$ cat src/rtl/active_prefix_accum.sv
// Active-prefix accumulator for the hybrid entropy coder.
// Packs 4-bit symbols into a prefix, asks the external codebook for a
// match, and hands matched codewords or flush residuals downstream.
module active_prefix_accum #(
  parameter int CODEBOOK_LENGTH_MAX = 64,
  parameter int ENCODE_DATALENGTH   = 21,
  parameter int AP_CNT_MAX          = 5
) (
  input  logic                           clk,
  input  logic                           rst_n,
  input  logic                           sym_valid_i,
  input  logic [3:0]                     sym_i,
  output logic                           sym_ready_o,
  input  logic                           flush_i,
  output logic                           flush_done_o,
  output logic [5:0]                     ap_cnt_o,
  output logic [CODEBOOK_LENGTH_MAX-1:0] ap_data_o,
  input  logic                           cb_match_i,
  input  logic [5:0]                     cb_length_i,
  input  logic [ENCODE_DATALENGTH-1:0]   cb_data_i,
  output logic                           cw_valid_o,
  input  logic                           cw_ready_i,
  output logic [5:0]                     cw_length_o,
  output logic [ENCODE_DATALENGTH-1:0]   cw_data_o,
  output logic                           cw_flush_o,
  output logic                           err_overflow_o
);

  typedef enum logic [1:0] {ST_ACC, ST_CHECK, ST_EMIT} state_t;

  state_t                           r_state, w_state_nxt;
  logic [5:0]                       r_ap_cnt, w_ap_cnt_nxt;
  logic [CODEBOOK_LENGTH_MAX-1:0]   r_ap_data, w_ap_data_nxt;
  logic [5:0]                       r_cw_len, w_cw_len_nxt;
  logic [ENCODE_DATALENGTH-1:0]     r_cw_data, w_cw_data_nxt;
  logic                             r_cw_flush, w_cw_flush_nxt;
  logic                             r_flush_done, w_flush_done_nxt;
  logic                             r_err, w_err_nxt;

  logic [CODEBOOK_LENGTH_MAX-1:0]   w_ap_append;
  logic [ENCODE_DATALENGTH-1:0]     w_resid;
  logic [5:0]                       w_resid_len;

  // Newest symbol enters the LSB nibble; bits above 4*cnt stay zero
  // because the prefix is cleared before it can exceed AP_CNT_MAX symbols.
  assign w_ap_append = {r_ap_data[CODEBOOK_LENGTH_MAX-5:0], sym_i};
  assign w_resid_len = {r_ap_cnt[3:0], 2'b00};

  // Residual is the prefix right-aligned in the codeword field.
  if (ENCODE_DATALENGTH <= CODEBOOK_LENGTH_MAX) begin : g_resid_trunc
    assign w_resid = r_ap_data[ENCODE_DATALENGTH-1:0];
  end else begin : g_resid_ext
    assign w_resid = {{(ENCODE_DATALENGTH-CODEBOOK_LENGTH_MAX){1'b0}}, r_ap_data};
  end

  // Next-state and datapath update for the ACC/CHECK/EMIT sequence.
  always_comb begin
    w_state_nxt      = r_state;
    w_ap_cnt_nxt     = r_ap_cnt;
    w_ap_data_nxt    = r_ap_data;
    w_cw_len_nxt     = r_cw_len;
    w_cw_data_nxt    = r_cw_data;
    w_cw_flush_nxt   = r_cw_flush;
    w_flush_done_nxt = 1'b0;
    w_err_nxt        = r_err;
    case (r_state)
      ST_ACC: begin
        if (sym_valid_i) begin
          // A symbol always wins over a concurrent flush.
          w_ap_data_nxt = w_ap_append;
          w_ap_cnt_nxt  = r_ap_cnt + 6'd1;
          w_state_nxt   = ST_CHECK;
        end else if (flush_i && !r_flush_done) begin
          // The done pulse blocks re-triggering while the requester
          // is still dropping flush_i.
          if (r_ap_cnt != 6'd0) begin
            w_cw_len_nxt   = w_resid_len;
            w_cw_data_nxt  = w_resid;
            w_cw_flush_nxt = 1'b1;
            w_ap_cnt_nxt   = 6'd0;
            w_ap_data_nxt  = '0;
            w_state_nxt    = ST_EMIT;
          end else begin
            w_flush_done_nxt = 1'b1;
          end
        end
      end
      ST_CHECK: begin
        if (cb_match_i) begin
          w_cw_len_nxt   = cb_length_i;
          w_cw_data_nxt  = cb_data_i;
          w_cw_flush_nxt = 1'b0;
          w_ap_cnt_nxt   = 6'd0;
          w_ap_data_nxt  = '0;
          w_state_nxt    = ST_EMIT;
        end else if (r_ap_cnt == 6'(AP_CNT_MAX)) begin
          w_err_nxt     = 1'b1;
          w_ap_cnt_nxt  = 6'd0;
          w_ap_data_nxt = '0;
          w_state_nxt   = ST_ACC;
        end else begin
          w_state_nxt = ST_ACC;
        end
      end
      ST_EMIT: begin
        if (cw_ready_i) begin
          w_flush_done_nxt = r_cw_flush;
          w_state_nxt      = ST_ACC;
        end
      end
      default: w_state_nxt = ST_ACC;
    endcase
  end

  // State and datapath registers; reset drops everything at once.
  always_ff @(posedge clk or negedge rst_n) begin
    if (!rst_n) begin
      r_state      <= ST_ACC;
      r_ap_cnt     <= 6'd0;
      r_ap_data    <= '0;
      r_cw_len     <= 6'd0;
      r_cw_data    <= '0;
      r_cw_flush   <= 1'b0;
      r_flush_done <= 1'b0;
      r_err        <= 1'b0;
    end else begin
      r_state      <= w_state_nxt;
      r_ap_cnt     <= w_ap_cnt_nxt;
      r_ap_data    <= w_ap_data_nxt;
      r_cw_len     <= w_cw_len_nxt;
      r_cw_data    <= w_cw_data_nxt;
      r_cw_flush   <= w_cw_flush_nxt;
      r_flush_done <= w_flush_done_nxt;
      r_err        <= w_err_nxt;
    end
  end

  assign sym_ready_o    = (r_state == ST_ACC);
  assign cw_valid_o     = (r_state == ST_EMIT);
  assign ap_cnt_o       = r_ap_cnt;
  assign ap_data_o      = r_ap_data;
  assign cw_length_o    = r_cw_len;
  assign cw_data_o      = r_cw_data;
  assign cw_flush_o     = r_cw_flush;
  assign flush_done_o   = r_flush_done;
  assign err_overflow_o = r_err;

endmodule

$ cat config.mk
export PLATFORM = sky130hd
export DESIGN_NAME = active_prefix_accum
export DESIGN_NICKNAME = d
export VERILOG_FILES = /design/src/rtl/active_prefix_accum.sv
export SDC_FILE = /design/constraint.sdc
export NUM_CORES = 1
export LEC_CHECK = 0
export BUFFER_PORTS_ARGS = -buffer_cell sky130_fd_sc_hd__buf_2
export CORE_MARGIN = 8
export CORE_UTILIZATION = 35
export CTS_CLUSTER_SIZE = 30
export DETAILED_ROUTE_END_ITERATION = 8
export PLACE_DENSITY_LB_ADDON = 0.08
export SLEW_MARGIN = 15
export SYNTH_ARGS = -nofsm -noshare
export SYNTH_HDL_FRONTEND = slang
export SYNTH_SLANG_ARGS = --single-unit
$ cat constraint.sdc
create_clock -name clk -period 3.39 [get_ports clk]
set_clock_uncertainty 0.15 [all_clocks]
set_input_delay 0.678 -clock clk [delete_from_list [all_inputs] [get_ports clk]]
set_output_delay 0.678 -clock clk [all_outputs]
set_load 0.1 [all_outputs]
======== Word-level counts from Yosys, hierarchy flattened ========
Index checks and enable logic that the tools add are counted.
operators by class
  reduce and logical (&&, ||, !) cells .... 9
  equal/unequal tests ..................... 11
  $add $sub $neg .......................... 1
  mux-type cells .......................... 38
  bitwise gates (word level) .............. 1
operators with widths
  operator             number
  $mux 64              5
  $pmux 64 s2          1
  $mux 21              4
  $mux 6               9
  $pmux 21 s2          1
  $pmux 6 s2           2
  $mux 2               5
  $mux 1               8
  $add 6x1->6 const B  1
  $eq 6x3->1 const B   1
  $ne 2x1->1 const B   3
  $ne 3x2->1 const B   2
  $pmux 2 s3           1
  $reduce_and 3->1     2
  $reduce_bool 6->1    1
  $reduce_and 5->1     1
  $ne 2x2->1 const B   2
  $pmux 1 s2           2
  $reduce_and 4->1     1
  $ne 3x3->1 const B   1
  $eq 2x1->1 const B   1
  $eq 2x2->1 const B   1
  $logic_not 2->1      1
  $reduce_bool 2->1    1
  3 further kinds      3
word-level totals
  word-level logic and storage cells ...... 68
  register bits ........................... 102
  bits of input ports ..................... 37

======== Longest topological paths before layout ========
  word-level depth ........................ 5
  gate-level depth with buffers ........... 8

======== Worst setup path after synthesis ========
Ideal clock, no wire load.
  path kind ............................... reg2reg
  start point ............................. reg r_state[1]
  end point ............................... reg r_ap_data[4] (netlist: ap_data_o[4])
  path buffers ............................ 3
  arrival time ............................ 2.924 ns
  slack ................................... 0.220 ns
  stages on the path, launching flop included .. 8
  period minus slack after synthesis ...... 3.170 ns
  data required time ...................... 3.144 ns
  setup time .............................. 0.096 ns
  cells stage by stage .................... dfrtp_1 > buf_2 > nor2_1 > and3_1 > clkbuf_1 > clkbuf_1 > o31ai_1 > o31ai_1
on the way
  cells in the longest elaborated chain, start to end .. 3
  elaborated cells on any way between the ends .. 8
ends and longest elaborated chain
  what                                                       line  source
  from (decl)                                                31    state_t r_state, w_state_nxt;
  from (signal assigned)                                     127   r_state <= w_state_nxt;
  $logic_not 2->1 (*)                                        n/a
  net sym_ready_o                                            13    output logic sym_ready_o,
  $ne 3x2->1 (no line) or $reduce_bool 2->1 (tied branches)  n/a
  $reduce_and 4->1 (no line)                                 n/a
  to (signal assigned)                                       129   r_ap_data <= w_ap_data_nxt;
  to (decl)                                                  33    logic [CODEBOOK_LENGTH_MAX-1:0] r_ap_data, w_ap_data_nxt;
Mark *: on every way through the listed nets, which the timed path passes. The rest lies on a longest branch.
A chain may end at the register's enable or synchronous reset.

======== Worst setup path in the final report ========
  start point ............................. reg r_ap_cnt[0] (netlist: ap_cnt_o[0])
  end point ............................... reg r_cw_data[6] (netlist: cw_data_o[6])
on the way
  cells in the longest elaborated chain, start to end .. 3
ends and longest elaborated chain
  what                        line  source
  from (decl)                 32    logic [5:0] r_ap_cnt, w_ap_cnt_nxt;
  from (signal assigned)      128   r_ap_cnt <= w_ap_cnt_nxt;
  $reduce_bool 6->1           76    if (r_ap_cnt != 6'd0) begin
  $ne 2x1->1 (no line)        n/a
  $reduce_and 5->1 (no line)  n/a
  to (signal assigned)        131   r_cw_data <= w_cw_data_nxt;
  to (decl)                   35    logic [ENCODE_DATALENGTH-1:0] r_cw_data, w_cw_data_nxt;
Every way passes these cells.

==> run metrics <==
worst min path class in -> async; pwr dens 1020 nW/µm²; Worst EP arrival 2.64 ns; wire length per cell about 18 µm; gr ovfl total 0; Rows 43; f_max about 390 MHz; Reg2Reg Depth 7; critical path peak fanout 19; PortBufs 138; fin area 5930 µm²; register clock-pin slew on the reported worst setup and hold paths ~0.070 ns; max-cap viol count 0; Synth Warn # 0; vias in the first global route 4,253; Yosys top cell by area dfrtp_1; Peak VDD IR 0.451 mV; CORE AREA approximately 14,000 µm²; FF-to-FF End cw_data_o[6]; routability cong. approximately 0.77; TritonCTS clock tree yes; crit path kind reg -> reg; commonest non-fill, non-tap cell in the layout buf_2; layout cells sized above 1 0.313; Die ar. 17,800 µm²; Fill cells 1,428; crit-path cells inv_1 > ha_1 > nor2b_1 > a211o_1 > a21oi_4 > buf_4 > mux2_2; RSZ-0062 raised after global routing no; drt pass-1 iters 4; synthesized instance count approximately 500; post-route ant nets 0; endpoints failing setup 0; Clk Latency, worst-skew pair about 0.34 ns; setup slack, reg-to-reg 0.82 ns; first-pass GRT wire length roughly 24,000 µm; Slew HR 0.302; Nets around 660; Worst-Margin Slew about 1.0 ns; CTS Hold Bufs 0; final core utilization 0.434; Leakage between 3 and 4 nW; reg2reg start ap_cnt_o[0]; CTS Buffer Depth 2; I/O pin cnt 139; TritonCTS buffer count 9; area of the multi-input gates 2020 µm²; clk root buf clkbuf_16; WL final 14,300 µm; placed cell areas 5640 µm²; final-report hold violation count 0; Sink Count roughly 100; Seq cells post-synth 102; post-synthesis area per instance 9.61 µm²; Mapped Nets 542; via count 4,123; Hold WS 0.131 ns; critical path's slowest cell dfrtp_1; Die Y 133 µm; mapped cell area 4820 µm²; initial antenna violation count 0; highest-count cells in the layout ignoring fill and taps buf_2, nand2_1, dfrtp_1; Post-Layout Cell Count 804; outcome complete, no violations; Synth top area share 0.529; synth unique cells 40; Horiz. Die Dim 133 µm; CP bufs+invs 2; Max Transition Viols Final 0; Syn-to-layout area delta 22.9%; setup tns final 0 ns; post-synthesis sequential area ratio 0.529; CP top delay family compound AO/OA/AOI/OAI gates; Initial Utilization 0.353; dpl hpwl 9670 µm; Starting DRT DRC Count 285; Tmin final 2.57 ns; H-Tree Depth 3; largest net degree at the start of global routing 68; PostCTS Resize Cnt 0; DRC Markers 0; final period utilization 0.757; cell count after placement 788; Post-CTS Setup Inserts 0; Worst setup SP type register; worst path required time 3.46 ns; CP endpoint kind register; vias per cell 5.13; # diodes 0; Worst path max stage delay 0.43 ns; Reg area 2550 µm²; largest cells by area after synthesis dfrtp_1, nand2_1, o31ai_1, o21ai_0, mux2_2; total track usage 0.162
[worst max-delay path by stage]
stage	slack, ns	start	endpoint	depth (start not counted)
after floorplan	0.22	r_state[1]	ap_data_o[4]	7
after global placement	0.59	sym_valid_i	cw_data_o[16]	6
after detailed placement	0.55	sym_valid_i	cw_data_o[2]	6
after CTS	0.80	ap_cnt_o[0]	cw_data_o[2]	7
after global routing	0.68	ap_cnt_o[3]	ap_data_o[1]	5
final	0.82	ap_cnt_o[0]	cw_data_o[6]	7
[cell families after synthesis]
family,count (synthesis),synth area share
compound gates,147,0.196
fa+ha+maj,3,0.00778
buf+inv,55,0.0584
flops,102,0.529
mux,29,0.0669
simple gates,166,0.141
[stage by stage]
stage,setup WS [ns],power [mW]
CTS,0.804,6.13
detailed placement,0.547,5.12
global placement,0.593,5.10
global route,0.683,6.37
finish,0.823,6.07
floorplan,0.220,4.44
[synth_stat cells, drive strengths merged]
library cell  count
a211o             1
nor3              2
o221ai            2
nand3             7
and3              1
a2111o            1
o21ai            66
mux2             26
nand3b            1
nor4              1
clkbuf           20
nand2b            2
inv               8
o22a              1
or3b              1
ha                3
o211ai            1
or3               3
and3b             1
nor3b             1
o22ai             1
nor2b             4
a22o              1
a21oi             3
nand2           136
dfrtp           102
a21o              3
a41o              1
o31ai            65
mux2i             3
buf              27
a2bb2oi           1
nor2              5
and2              1
[per-layer routing]
layer | wire length (µm) | GRT usage | part of all wire | up-vias
met3 | 755 | 0.0380 | 0.053 | 10
met5 | 0 | 0 | 0 | -
met4 | 133 | 0.0443 | 0.0093 | 0
met2 | 6530 | 0.249 | 0.46 | 146
li1 | - | - | - | 1979
met1 | 6910 | 0.222 | 0.48 | 1988
[state kept, by name (all words and copies together), names as in the netlist]
register	count
ap_data_o	64
cw_data_o	21
ap_cnt_o	6
cw_length_o	6
r_state	2
cw_flush_o	1
err_overflow_o	1
flush_done_o	1
[power breakdown]
group,switching (mW),total (mW),internal [mW]
clock network,0.441,0.998,0.557
logic,2.81,3.41,0.602
registers,0.215,1.66,1.45
total,3.47,6.07,2.61
[area by class of cell]
cell class | count | area share
Inverter | 8 | 0.00506
Sequential cell | 102 | 0.430
Clock inverter | 3 | 0.00295
Clock buffer | 13 | 0.0456
Tap cell | 180 | 0.0380
Timing Repair Buffer | 153 | 0.138
Multi-Input combinational cell | 345 | 0.340
Power figures use the tool's default switching activity.
